File: config.mk
export PLATFORM = sky130hd
export DESIGN_NAME = wb_retire
export DESIGN_NICKNAME = d
export VERILOG_FILES = /design/src/rtl/wb_pkg.sv /design/src/rtl/wb_ex_sel.sv /design/src/rtl/wb_retire.sv
export SDC_FILE = /design/constraint.sdc
export NUM_CORES = 1
export LEC_CHECK = 0
export BUFFER_PORTS_ARGS = -buffer_cell sky130_fd_sc_hd__buf_4
export CORE_AREA = 2 2 282 284
export CTS_BUF_LIST = sky130_fd_sc_hd__clkbuf_2
export DETAILED_ROUTE_END_ITERATION = 8
export DIE_AREA = 0 0 284 286
export GPL_ROUTABILITY_DRIVEN = 1
export PLACE_DENSITY = 0.37
export SETUP_SLACK_MARGIN = 0.15
export SYNTH_ARGS = -nofsm -noshare
export SYNTH_HDL_FRONTEND = slang
export SYNTH_SLANG_ARGS = --single-unit
File: constraint.sdc
create_clock -name clk -period 10.6 [get_ports clk]
set_input_delay 2.12 -clock clk [delete_from_list [all_inputs] [get_ports clk]]
set_output_delay 2.12 -clock clk [all_outputs]
set_load 0.005 [all_outputs]
File: src/rtl/wb_pkg.sv
// Shared definitions for the writeback/retire stage: exception-bus bit map,
// CSR ecode/esubcode values, FSM states and lane-slice widths.
package wb_pkg;

  localparam int EBUS_INT  = 0;
  localparam int EBUS_PIL  = 1;
  localparam int EBUS_PIS  = 2;
  localparam int EBUS_PIF  = 3;
  localparam int EBUS_PME  = 4;
  localparam int EBUS_PPI  = 5;
  localparam int EBUS_ADEF = 6;
  localparam int EBUS_ADEM = 7;
  localparam int EBUS_ALE  = 8;
  localparam int EBUS_SYS  = 9;
  localparam int EBUS_BRK  = 10;
  localparam int EBUS_INE  = 11;
  localparam int EBUS_IPE  = 12;
  localparam int EBUS_FPD  = 13;
  localparam int EBUS_FPE  = 14;
  localparam int EBUS_TLBR = 15;

  localparam logic [5:0] ECODE_INT  = 6'h00;
  localparam logic [5:0] ECODE_PIL  = 6'h01;
  localparam logic [5:0] ECODE_PIS  = 6'h02;
  localparam logic [5:0] ECODE_PIF  = 6'h03;
  localparam logic [5:0] ECODE_PME  = 6'h04;
  localparam logic [5:0] ECODE_PPI  = 6'h07;
  localparam logic [5:0] ECODE_ADE  = 6'h08;
  localparam logic [5:0] ECODE_ALE  = 6'h09;
  localparam logic [5:0] ECODE_SYS  = 6'h0B;
  localparam logic [5:0] ECODE_BRK  = 6'h0C;
  localparam logic [5:0] ECODE_INE  = 6'h0D;
  localparam logic [5:0] ECODE_IPE  = 6'h0E;
  localparam logic [5:0] ECODE_FPD  = 6'h0F;
  localparam logic [5:0] ECODE_FPE  = 6'h12;
  localparam logic [5:0] ECODE_TLBR = 6'h3F;

  localparam logic [8:0] ESUBCODE_ADEF = 9'd0;
  localparam logic [8:0] ESUBCODE_ADEM = 9'd1;

  localparam int RF_ADDR_W  = 5;
  localparam int LANE_IDX_W = 2;
  localparam int BYP_META_W = 7;
  localparam int DBG_WE_W   = 4;
  localparam int CNT_W      = 4;

  typedef enum logic [0:0] {ST_RUN, ST_DRAIN} wb_state_e;
  typedef enum logic [1:0] {BADV_NONE, BADV_PC, BADV_VADDR} badv_sel_e;

  typedef struct packed {
    logic [5:0] ecode;
    logic [8:0] esubcode;
    badv_sel_e  badv_sel;
  } ex_info_t;

  // Fixed priority: lowest bus bit wins.
  function automatic ex_info_t decode_ebus(input logic [15:0] e);
    ex_info_t r;
    r = '{ecode: 6'h00, esubcode: 9'd0, badv_sel: BADV_NONE};
    if      (e[EBUS_INT])  r.ecode = ECODE_INT;
    else if (e[EBUS_PIL])  r.ecode = ECODE_PIL;
    else if (e[EBUS_PIS])  r.ecode = ECODE_PIS;
    else if (e[EBUS_PIF])  r.ecode = ECODE_PIF;
    else if (e[EBUS_PME])  r.ecode = ECODE_PME;
    else if (e[EBUS_PPI])  r.ecode = ECODE_PPI;
    else if (e[EBUS_ADEF]) begin r.ecode = ECODE_ADE; r.badv_sel = BADV_PC; end
    else if (e[EBUS_ADEM]) begin
      r.ecode    = ECODE_ADE;
      r.esubcode = ESUBCODE_ADEM;
      r.badv_sel = BADV_VADDR;
    end
    else if (e[EBUS_ALE])  begin r.ecode = ECODE_ALE; r.badv_sel = BADV_VADDR; end
    else if (e[EBUS_SYS])  r.ecode = ECODE_SYS;
    else if (e[EBUS_BRK])  r.ecode = ECODE_BRK;
    else if (e[EBUS_INE])  r.ecode = ECODE_INE;
    else if (e[EBUS_IPE])  r.ecode = ECODE_IPE;
    else if (e[EBUS_FPD])  r.ecode = ECODE_FPD;
    else if (e[EBUS_FPE])  r.ecode = ECODE_FPE;
    else if (e[EBUS_TLBR]) r.ecode = ECODE_TLBR;
    return r;
  endfunction

  function automatic logic [2:0] popcount4(input logic [3:0] v);
    return 3'(v[0]) + 3'(v[1]) + 3'(v[2]) + 3'(v[3]);
  endfunction

endpackage

File: src/rtl/wb_ex_sel.sv
// Picks the oldest live lane with an exception or ertn and decodes its cause.
// Purely combinational; no flow control.
module wb_ex_sel
  import wb_pkg::*;
#(
  parameter int NUM_LANES = 2,
  parameter int EBUS_W    = 16
) (
  input  logic [NUM_LANES-1:0]        lane_live,
  input  logic [NUM_LANES*EBUS_W-1:0] ebus,
  input  logic [NUM_LANES-1:0]        ertn,
  output logic [LANE_IDX_W-1:0]       trap_lane,
  output logic                        trap_vld,
  output logic                        trap_is_ex,
  output logic [5:0]                  ecode,
  output logic [8:0]                  esubcode,
  output badv_sel_e                   badv_sel
);

  logic [EBUS_W-1:0] sel_ebus;
  ex_info_t          info;

  // Walk from the youngest lane down so the oldest trapping lane is written last.
  always_comb begin
    trap_vld   = 1'b0;
    trap_lane  = '0;
    trap_is_ex = 1'b0;
    sel_ebus   = '0;
    for (int i = NUM_LANES - 1; i >= 0; i--) begin
      if (lane_live[i] && ((|ebus[i*EBUS_W +: EBUS_W]) || ertn[i])) begin
        trap_vld   = 1'b1;
        trap_lane  = LANE_IDX_W'(i);
        sel_ebus   = ebus[i*EBUS_W +: EBUS_W];
        trap_is_ex = |ebus[i*EBUS_W +: EBUS_W];
      end
    end
  end

  assign info     = decode_ebus(sel_ebus[15:0]);
  assign ecode    = info.ecode;
  assign esubcode = info.esubcode;
  assign badv_sel = info.badv_sel;

endmodule

File: src/rtl/wb_retire.sv
// Multi-lane writeback/retire: one register stage, outputs combinational from it.
// in_ready is always high; groups arriving during flush/drain are dropped.
module wb_retire
  import wb_pkg::*;
#(
  parameter int NUM_LANES    = 2,
  parameter int DATA_W       = 32,
  parameter int EBUS_W       = 16,
  parameter int FLUSH_CYCLES = 2
) (
  input  logic                                clk,
  input  logic                                reset,
  input  logic                                in_valid,
  output logic                                in_ready,
  input  logic [NUM_LANES-1:0]                in_lane_valid,
  input  logic [NUM_LANES-1:0]                in_rf_we,
  input  logic [NUM_LANES*RF_ADDR_W-1:0]      in_rf_waddr,
  input  logic [NUM_LANES*DATA_W-1:0]         in_result,
  input  logic [NUM_LANES-1:0]                in_res_from_csr,
  input  logic [NUM_LANES*DATA_W-1:0]         in_pc,
  input  logic [NUM_LANES*DATA_W-1:0]         in_vaddr,
  input  logic [NUM_LANES*EBUS_W-1:0]         in_ebus,
  input  logic [NUM_LANES-1:0]                in_ertn,
  input  logic [DATA_W-1:0]                   csr_rvalue,
  output logic [NUM_LANES-1:0]                rf_we,
  output logic [NUM_LANES*RF_ADDR_W-1:0]      rf_waddr,
  output logic [NUM_LANES*DATA_W-1:0]         rf_wdata,
  output logic [NUM_LANES*(DATA_W+BYP_META_W)-1:0] bypass_bus,
  output logic                                csr_ex,
  output logic [5:0]                          csr_ecode,
  output logic [8:0]                          csr_esubcode,
  output logic [DATA_W-1:0]                   csr_era,
  output logic [DATA_W-1:0]                   csr_badv,
  output logic                                csr_badv_we,
  output logic                                csr_ertn,
  output logic                                flush,
  output logic [63:0]                         retired_cnt,
  output logic [NUM_LANES*DATA_W-1:0]         debug_wb_pc,
  output logic [NUM_LANES*DBG_WE_W-1:0]       debug_wb_rf_we,
  output logic [NUM_LANES*RF_ADDR_W-1:0]      debug_wb_rf_wnum,
  output logic [NUM_LANES*DATA_W-1:0]         debug_wb_rf_wdata
);

  logic                           valid_q;
  logic [NUM_LANES-1:0]           lane_valid_q, we_q, csr_q, ertn_q;
  logic [NUM_LANES*RF_ADDR_W-1:0] waddr_q;
  logic [NUM_LANES*DATA_W-1:0]    result_q, pc_q, vaddr_q;
  logic [NUM_LANES*EBUS_W-1:0]    ebus_q;

  logic [NUM_LANES-1:0]  lane_live, retire;
  logic [LANE_IDX_W-1:0] trap_lane;
  logic                  trap_vld, trap_is_ex;
  logic [5:0]            ex_ecode;
  logic [8:0]            ex_esub;
  badv_sel_e             badv_sel;
  wb_state_e             state;
  logic [CNT_W-1:0]      cnt;
  logic                  discard;

  assign in_ready  = 1'b1;
  assign discard   = flush || (state == ST_DRAIN);
  assign lane_live = lane_valid_q & {NUM_LANES{valid_q}};

  always_ff @(posedge clk or negedge reset) begin
    if (!reset) begin
      valid_q      <= 1'b0;
      lane_valid_q <= '0;
      we_q         <= '0;
      csr_q        <= '0;
      ertn_q       <= '0;
      waddr_q      <= '0;
      result_q     <= '0;
      pc_q         <= '0;
      vaddr_q      <= '0;
      ebus_q       <= '0;
    end else begin
      valid_q <= in_valid && in_ready && !discard;
      if (in_valid && in_ready) begin
        lane_valid_q <= in_lane_valid;
        we_q         <= in_rf_we;
        csr_q        <= in_res_from_csr;
        ertn_q       <= in_ertn;
        waddr_q      <= in_rf_waddr;
        result_q     <= in_result;
        pc_q         <= in_pc;
        vaddr_q      <= in_vaddr;
        ebus_q       <= in_ebus;
      end
    end
  end

  wb_ex_sel #(.NUM_LANES(NUM_LANES), .EBUS_W(EBUS_W)) u_ex_sel (
    .lane_live  (lane_live),
    .ebus       (ebus_q),
    .ertn       (ertn_q),
    .trap_lane  (trap_lane),
    .trap_vld   (trap_vld),
    .trap_is_ex (trap_is_ex),
    .ecode      (ex_ecode),
    .esubcode   (ex_esub),
    .badv_sel   (badv_sel)
  );

  for (genvar i = 0; i < NUM_LANES; i++) begin : g_lane
    logic [DATA_W-1:0] wdata;
    // Only lanes strictly older than the trapping lane commit.
    assign retire[i] = lane_live[i] && (!trap_vld || (LANE_IDX_W'(i) < trap_lane));
    assign rf_we[i]  = retire[i] && we_q[i];
    if (i == 0) begin : g_csr
      assign wdata = csr_q[0] ? csr_rvalue : result_q[0 +: DATA_W];
    end else begin : g_res
      assign wdata = result_q[i*DATA_W +: DATA_W];
    end
    assign rf_wdata[i*DATA_W +: DATA_W]          = wdata;
    assign rf_waddr[i*RF_ADDR_W +: RF_ADDR_W]    = waddr_q[i*RF_ADDR_W +: RF_ADDR_W];
    assign bypass_bus[i*(DATA_W+BYP_META_W) +: DATA_W+BYP_META_W] =
      {csr_q[i] & lane_live[i], waddr_q[i*RF_ADDR_W +: RF_ADDR_W], rf_we[i], wdata};
    assign debug_wb_pc[i*DATA_W +: DATA_W]             = pc_q[i*DATA_W +: DATA_W];
    assign debug_wb_rf_we[i*DBG_WE_W +: DBG_WE_W]      = {DBG_WE_W{rf_we[i]}};
    assign debug_wb_rf_wnum[i*RF_ADDR_W +: RF_ADDR_W]  = waddr_q[i*RF_ADDR_W +: RF_ADDR_W];
    assign debug_wb_rf_wdata[i*DATA_W +: DATA_W]       = wdata;
  end

  assign csr_ex       = trap_vld && trap_is_ex;
  assign csr_ertn     = trap_vld && !trap_is_ex;
  assign flush        = trap_vld;
  assign csr_ecode    = csr_ex ? ex_ecode : 6'h00;
  assign csr_esubcode = csr_ex ? ex_esub : 9'd0;
  assign csr_era      = pc_q[trap_lane*DATA_W +: DATA_W];
  assign csr_badv     = (badv_sel == BADV_PC) ? csr_era : vaddr_q[trap_lane*DATA_W +: DATA_W];
  assign csr_badv_we  = csr_ex && (badv_sel != BADV_NONE);

  always_ff @(posedge clk or negedge reset) begin
    if (!reset) begin
      state <= ST_RUN;
      cnt   <= '0;
    end else begin
      case (state)
        ST_RUN: begin
          if (flush) begin
            state <= ST_DRAIN;
            cnt   <= CNT_W'(FLUSH_CYCLES);
          end
        end
        ST_DRAIN: begin
          cnt <= cnt - 1'b1;
          if (cnt == CNT_W'(1)) state <= ST_RUN;
        end
        default: state <= ST_RUN;
      endcase
    end
  end

  always_ff @(posedge clk or negedge reset) begin
    if (!reset) retired_cnt <= '0;
    else        retired_cnt <= retired_cnt + 64'(popcount4(4'(retire)));
  end

endmodule

* Word level (Yosys, flattened, before mapping)
Cells that the tools add are included.
W data, S select, Z words.
** Word-level totals
- Flip-flop bits (word level) :: 312
- Input port bits :: 277
- Output and inout bits :: 448
- Logic and storage cells :: 92
** Cells by class
- Add/subtract/negate cells :: 3
- Magnitude comparators :: 2
- Equal/unequal tests :: 3
- Shift operators :: 2
- Mux-type cells :: 44
- Bitwise logic cells :: 4
- Reduce and logical (&&, ||, !) cells :: 21
** Operators by type and width (number)
- $shiftx A64 B8 Y32 :: 2
- $mux W6 :: 17
- $mux W11 :: 6
- $add A64 B2 Y64 :: 1
- $mux W32 :: 2
- $mux W16 :: 2
- $reduce_or A16 Y1 :: 2
- $mux W9 :: 2
- $logic_and A1 B1 Y1 :: 10
- $mux W1 :: 9
- $pmux W4 S2 :: 1
- $mux W2 :: 3
- $logic_or A1 B1 Y1 :: 5
- $eq A4 B1 Y1 const B :: 1
- $lt A1 B2 Y1 const A :: 2
- $mux W4 :: 1
- $sub A4 B1 Y4 const B :: 1
- $logic_not A1 Y1 :: 3
- $add A1 B1 Y2 :: 1
- $and A1 B1 Y1 :: 2
- $and A2 B2 Y2 :: 1
- $eq A2 B1 Y1 const B :: 1
- $ne A2 B2 Y1 const B :: 1
- $pmux W1 S2 :: 1
- 2 further kinds :: 2

* Depth between registers and ports, before layout
Gate-level depths: netlist of run 1.
- Word-level depth :: 22
- Mapped depth :: 15
- Gate-level depth less buffers :: 14

* Modules after synthesis
A second synthesis of run 1 with hierarchy kept.
** Unflattened totals
- Cells, all modules :: 1368
- Area, all modules :: 16229.3 um^2
** By module, submodules not included
- wb_retire :: instances 1, cells each 1259, area an instance 15507.4 um^2, sequential area each 7807.5 um^2
- wb_ex_sel :: instances 1, cells each 109, area an instance 721.9 um^2, sequential area each 0.0 um^2

* Worst setup path after synthesis of run 1
Ideal clock, no wire load.
- Path type :: in2out
- From :: input port csr_rvalue[0]
- To :: output port debug_wb_rf_wdata[0]
- Arrival time :: 2.534 ns
- Required time :: 8.480 ns
- Slack :: 5.946 ns
- Stages :: 2
- Path buffers :: 1
- Cell sequence :: mux2_2 buf_4
** On the way
- Word-level cells in the longest chain between the ends :: 1
** Ends and longest elaborated chain
- from (decl) :: line wb_retire.sv:24 : input logic [DATA_W-1:0] csr_rvalue,
- $mux W32 :: line wb_retire.sv:110 : assign wdata = csr_q[0] ? csr_rvalue : result_q[0 +: DATA_W];
- to (decl) :: line wb_retire.sv:41 : output logic [NUM_LANES*DATA_W-1:0] debug_wb_rf_wdata
Every way passes these cells.

* Worst setup path in the final report of run 1
- From :: register lane_valid_q[0]
- To :: output port csr_badv[24]
** On the way
- Word-level cells in the longest chain between the ends :: 14
- Elaborated cells on any way between the ends :: 17
- Classes of those cells :: eq/ne (1); shift (2); mux (12); bitwise (1); reduce/logical (1)
** Ends and longest elaborated chain
- from (decl) :: line wb_retire.sv:45 : logic [NUM_LANES-1:0] lane_valid_q, we_q, csr_q, ertn_q;
- from (signal assigned) :: line wb_retire.sv:79 : lane_valid_q <= in_lane_valid;
- $and A2 B2 Y2 * :: line wb_retire.sv:62 : assign lane_live = lane_valid_q & {NUM_LANES{valid_q}};
- $logic_and A1 B1 Y1 * :: line wb_ex_sel.sv:30 : if (lane_live[i] && ((|ebus[i*EBUS_W +: EBUS_W]) || ertn[i])) begin
- $mux W16 :: line wb_ex_sel.sv:30
- $mux W2 :: line wb_pkg.sv:72 : else if (e[EBUS_ALE]) begin r.ecode = ECODE_ALE; r.badv_sel = BADV_VADDR; end
- $mux W2 :: line wb_pkg.sv:67 : else if (e[EBUS_ADEM]) begin
- $mux W2 :: line wb_pkg.sv:66 : else if (e[EBUS_ADEF]) begin r.ecode = ECODE_ADE; r.badv_sel = BADV_PC; end
- $mux W11 :: line wb_pkg.sv:65 : else if (e[EBUS_PPI]) r.ecode = ECODE_PPI;
- $mux W11 :: line wb_pkg.sv:64 : else if (e[EBUS_PME]) r.ecode = ECODE_PME;
- $mux W11 :: line wb_pkg.sv:63 : else if (e[EBUS_PIF]) r.ecode = ECODE_PIF;
- $mux W11 :: line wb_pkg.sv:62 : else if (e[EBUS_PIS]) r.ecode = ECODE_PIS;
- $mux W11 :: line wb_pkg.sv:61 : else if (e[EBUS_PIL]) r.ecode = ECODE_PIL;
- $mux W11 :: line wb_pkg.sv:60 : if (e[EBUS_INT]) r.ecode = ECODE_INT;
- $eq A2 B1 Y1 :: line wb_retire.sv:130 : assign csr_badv = (badv_sel == BADV_PC) ? csr_era : vaddr_q[trap_lane*DATA_W +: DATA_W];
- $mux W32 * :: line wb_retire.sv:130
- to (decl) :: line wb_retire.sv:33 : output logic [DATA_W-1:0] csr_badv,
Every way passes the cells marked *; elsewhere a longest branch is shown, timed or not.

==> flow_summary.ini, run 1 <==
[setup_path]
start_kind = flop
critPathKind = reg2out
crit_path_end_kind = primary output
cp_max_fo = 89
cp.required_ns = 8.48
crit_arrival_ns = 4.16

[placement]
io_buffers = 715
placed_cell_area_um2 = 21100
post-place-ws_ns = 5.26
dp_hpwl_mm = 50.5
gp_congestion = 0.835
place_inst = 2932

[synthesis]
avgSynthCellArea_um2 = 11.3
ys_seq_area_share_pct = 48.7
synth_top_area_share_pct = 48.7
yosys.area.top_type = dfrtp_1
synth_flop_cell = dfrtp_1
synth_common_cells = dfrtp_1 (312), mux2_2 (267), buf_4 (199)
synth_warnings = 0
async_reset_ff_share_pct = 100
syn_inst = 1414
syn-cell-area_um2 = 16000
synth_cell_types = 65
synth_area_leaders = dfrtp_1 (49%), mux2_2 (19%), buf_4 (9.3%), nand3_1 (4.6%), xnor2_1 (2.5%)
synth-seq-cells = 312
yosysMostFrequentCell = dfrtp_1
synth-edff-count = 0

[sta]
fin_crit_sh_pct = 59.3
post-route-min-period_ns = 6.28
slew_viol_final = 0
slew-limit-headroom_pct = 26.7
worst-slew-pin-transition_ns = 1.10
fmax_mhz = 159
fin_ws_ns = 4.32
setup_violations = 0
hold_viol = 0
hold_slack_ns = 0.489
rsz0062_at_grt = false
fin_setup_tns_ns = 0
finalClockSkew_ns = 0.114

[floorplanning]
die_w_um = 284
start_util_pct = 20.4
core_region_area_um2 = 78400
dieArea_um2 = 81200
rows = 103
dieHeight_um = 286
pin_count = 725

[route]
routedWlPerCell_um = 21.7
drc = 0
postRouteAntennaNets = 0
drt_iter0_drc = 531
wl_mm = 67.3
avgViaCountPerCell = 4.20
drtPass1Iterations = 5
num_vias = 13000

[clock_network]
numCtsBuffers = 99
clk-insertion-delay-late_ns = 1.06
clockBufferDepth = 3
clockRootBuffer = clkbuf_2
cts_resized = 0
htree_levels = 3
cts_sinks = 312
hold_buffers = 0
worst_setup_hold_path_clk_slew_ns = 0.07
cts_tree = yes
post_cts_buffers = 0

[final_layout]
regArea_um2 = 7810
stdcell_count = 3105
nNetsFinal = 2264
design_area_um2 = 21900
multi_input_area_um2 = 6390
syn2layout_area_growth_pct = 36.8
drive_above_1_share_pct = 57.0
post-route-util_pct = 28.0
fillers = 8401

[power]
total_power_mw = 3.23
vdd_ir_drop_max_mv = 0.0496
p_per_area_nw_per_um2 = 147
p_leak_nw = 10.3

[min_path]
hp-class = reg2reg

[job]
maxCapViolations = 0

[global_routing]
grt_pass1_vias = 13800
grt_pass1_wl_mm = 96.3
track_usage_pct = 16.0
overflow = 0
grt_max_degree = 154
antenna_found_initial = 13

[status]
status = finished clean
==> cell usage in the layout, fill, tap and decap left out, types with 3 or more instances in the layout <==
cell	count
clkinv_1	21
clkbuf_2	136
o21ai_0	50
ha_1	3
or2_2	3
and3_1	8
o211ai_1	4
buf_4	722
mux2_2	267
diode_2	6
nand2_1	81
a21o_1	33
and4_1	5
nand4_1	19
a221oi_1	3
nor4_2	3
xor2_1	16
and2_1	6
o22ai_1	3
nand2b_1	5
a21oi_1	13
o31ai_1	3
nand3_1	146
dfrtp_1	312
xnor2_1	46
clkinv_2	4
nor4_4	4
inv_1	20
nor4_1	7
conb_1	9
nor2_1	33
nor3_1	14
==> power breakdown <==
part / switching [mW] / leakage [nW] / internal [mW]
registers: 0.112 / 3.80 / 1.30
logic: 0.418 / 5.92 / 0.466
clock network: 0.586 / 0.635 / 0.352
==> worst paths after layout <==
path	from	to	slack, ns	depth (start not counted)
max	lane_valid_q[0]	csr_badv[24]	4.32	8
min	retired_cnt[63]	retired_cnt[63]	0.49	1
max reg2reg	ebus_q[1]	retired_cnt[33]	5.97	14
min reg2reg	retired_cnt[63]	retired_cnt[63]	0.49	1
max in group asynchronous	reset	result_q[15]	7.88	2
min in group asynchronous	reset	debug_wb_pc[9]	1.05	1
==> cell type report <==
class	instances	area share (%)
Sequential cell	312	35.6
Multi-Input combinational cell	823	29.1
Timing Repair Buffer	726	25.0
Tap cell	1050	5.99
Clock buffer	136	3.11
Clock inverter	31	0.662
Inverter	21	0.360
Antenna cell	6	0.0685
==> critical path, stage by stage, from the launching register on <==
cell and delay [ns]:
dfrtp_1 0.53, nand2_1 0.38, a21oi_1 0.40, nor3b_1 0.14
a21oi_4 0.34, buf_4 0.82, nand3_1 0.23, nand3_1 0.14
buf_4 0.13
==> flip-flops by register name, summed over array words and instances, names as in the netlist <==
name	count
lane_valid_q	2
csr_q	2
vaddr_q	64
debug_wb_pc	64
cnt	4
result_q	64
ebus_q	32
debug_wb_rf_wnum	10
ertn_q	2
valid_q	1
state	1
we_q	2
retired_cnt	64
==> cell families (layout without fill, tap and decap cells) <==
kind of cell               Yosys count  after routing  share of synthesized area (%)
buffers and inverters              286            914                           11.7
adders and majority gates            4              4                          0.359
DFF                                312            312                           48.7
xor gates and xnor gates            62             62                           3.39
AOI/OAI and AO/OA                  128            128                           5.35
other                                2             15                         0.0469
and+or+nand+nor                    353            353                           11.7
muxes                              267            267                           18.8
==> metal layers <==
metal | GRT usage (%) | vias to the layer above | wire, µm
li1 | - | 5952 | -
met3 | 6.48 | 126 | 6100
met1 | 17.7 | 6422 | 25400
met2 | 27.3 | 534 | 33600
met5 | 0 | - | 106
met4 | 6.13 | 14 | 2040
(Power assumes the default switching activity.)
==> inputs of run 2 (changes only) <==
--- a/config.mk
+++ b/config.mk
@@ -6,12 +6,12 @@
 export NUM_CORES = 1
 export LEC_CHECK = 0
 export BUFFER_PORTS_ARGS = -buffer_cell sky130_fd_sc_hd__buf_4
-export CORE_AREA = 2 2 282 284
+export CORE_AREA = 2 2 284 286
 export CTS_BUF_LIST = sky130_fd_sc_hd__clkbuf_2
 export DETAILED_ROUTE_END_ITERATION = 8
-export DIE_AREA = 0 0 284 286
+export DIE_AREA = 0 0 286 288
 export GPL_ROUTABILITY_DRIVEN = 1
-export PLACE_DENSITY = 0.37
+export PLACE_DENSITY = 0.38
 export SETUP_SLACK_MARGIN = 0.15
 export SYNTH_ARGS = -nofsm -noshare
 export SYNTH_HDL_FRONTEND = slang
==> constraint.sdc (replaced) <==
create_clock -name clk -period 5.2 [get_ports clk]
set_input_delay 1.04 -clock clk [delete_from_list [all_inputs] [get_ports clk]]
set_output_delay 1.04 -clock clk [all_outputs]
set_load 0.005 [all_outputs]
==> flow_summary.ini, run 2 (same netlist as run 1, synthesis figures left out) <==
[sta]
worst-slew-pin-transition_ns = 0.873
slew_viol_final = 0
fmax_mhz = 213
hold_viol = 0
fin_setup_tns_ns = 0
setup_violations = 0
finalClockSkew_ns = 0.149
hold_slack_ns = 0.224
rsz0062_at_grt = false
slew-limit-headroom_pct = 41.8
fin_crit_sh_pct = 90.2
post-route-min-period_ns = 4.69

[placement]
dp_hpwl_mm = 52.0
gp_congestion = 0.790
io_buffers = 715

[setup_path]
slowest_stage = dfrtp_1
slowest_delay_ns = 0.55
cp_cell_sequence = nand2_1 > a21oi_1 > nor3_1 > a21oi_4 > buf_12 > a21o_1 > nand3_1 > buf_4
critPathTopFamily = compound AO/OA/AOI/OAI gates
crit_buf_inv = 2
cp_max_fo = 54
crit_arrival_ns = 3.65
start_kind = flop
cp.required_ns = 4.16
critPathKind = reg2out
crit_path_end_kind = primary output

[floorplanning]
core_region_area_um2 = 79600
dieHeight_um = 288
dieArea_um2 = 82400
pin_count = 725
rows = 104
start_util_pct = 20.1
die_w_um = 286

[global_routing]
use_met3_pct = 5.71
grt_pass1_wl_mm = 98.9
grt_pass1_vias = 14600
top_usage_layer = met2
antenna_found_initial = 17
globalRouteMet2Util_pct = 28.3
grt_max_degree = 96
overflow = 0
track_usage_pct = 16.3
use_met1_pct = 18.2

[clock_network]
cts_sinks = 312
clockBufferDepth = 3
clk-insertion-delay-late_ns = 1.14
worst_setup_hold_path_clk_slew_ns = 0.08
numCtsBuffers = 98
htree_levels = 3
clockRootBuffer = clkbuf_2
cts_tree = yes

[job]
maxCapViolations = 0

[min_path]
hp-class = in2reg

[final_layout]
final_common_cell = buf_4
drive_above_1_share_pct = 54.8
nNetsFinal = 2393
syn2layout_area_growth_pct = 45.7
final_cell_mix = buf_4 (732), dfrtp_1 (312), mux2_2 (267)

[power]
p_int_mw = 4.40
p_per_area_nw_per_um2 = 288
vdd_ir_drop_max_mv = 0.0968
p_seq_share_pct = 42.8
clkPwrFrac_pct = 28.5
switchingPower_mw = 2.33
swShare_pct = 34.7
p_leak_nw = 10.9
combPwrFrac_pct = 28.7

[route]
avgViaCountPerCell = 4.20
routedWlPerCell_um = 21.5
drtPass1Iterations = 5
wl_mm = 70.0
drt_iter0_drc = 525
num_vias = 13700
drc = 0
postRouteAntennaNets = 0

[status]
status = finished clean
run 2: cell types whose count changed in the layout (fill, tap and decap cells not counted), sizes merged:
cell         change
nand2            +1
buf             +18
inv              +1
clkbuf           -1
clkinv           -1
dlygate4sd3    +111
diode           +11
run 2: cell type report:
class                           instances  area (µm²)
Fill cell                            8494       56300
Inverter                               21        78.8
Clock inverter                         31         149
Timing Repair Buffer                  855        6810
Sequential cell                       312        7810
Tap cell                             1060        1330
Multi-Input combinational cell        824        6460
Antenna cell                           17        42.5
Clock buffer                          135         676
run 2: worst paths after layout:
kind | slack (ns) | start | cells past startpoint | endpoint
hold / removal | 0.22 | in_vaddr[57] | 2 | vaddr_q[57]
min in group asynchronous | 0.55 | reset | 2 | retired_cnt[50]
hold reg to reg | 0.50 | retired_cnt[63] | 1 | retired_cnt[63]
setup reg to reg | 1.22 | ebus_q[18] | 15 | retired_cnt[42]
setup / recovery | 0.51 | valid_q | 8 | csr_badv[24]
max in group asynchronous | 3.44 | reset | 3 | vaddr_q[18]
run 2: stage by stage:
stage | util (%) | total power, mW | instances | area, µm² | setup slack (ns)
after floorplan | - | 3.77 | 1421 | 16000 | 1.65
after global placement | 26.6 | 4.79 | 2953 | 21200 | 1.08
after detailed placement | 26.6 | 4.80 | 2953 | 21200 | 1.00
after CTS | 29.2 | 6.96 | 3237 | 23300 | 0.147
after global routing | 29.3 | 7.21 | 3252 | 23300 | 0.120
final | 29.3 | 6.73 | 3255 | 23300 | 0.511
run 2: routing by layer:
| metal | vias to the layer above | share of wire [%] |
|---|---|---|
| met5 | - | 0.11 |
| met4 | 12 | 3.2 |
| met3 | 132 | 7.8 |
| met2 | 534 | 50 |
| met1 | 6782 | 39 |
| li1 | 6214 | - |
run 2: repair_timing:
action | in CTS | in global routing
setup buffers | 6 | 1
setup endpoints to repair | 37 | 10
gates resized for setup | 9 | 3
hold buffers | 111 | 0
cloned | 1 | 0
pin swaps | 3 | 1
endpoints found under the hold margin | 199 | 0
run 2: power groups by stage:
stage,clock network [mW],registers (mW),logic (mW)
global placement,0,2.92,1.87
CTS,2.09,2.88,1.99
floorplan,0,2.84,0.935
detailed placement,0,2.93,1.87
global route,2.20,2.92,2.10
finish,1.92,2.88,1.93
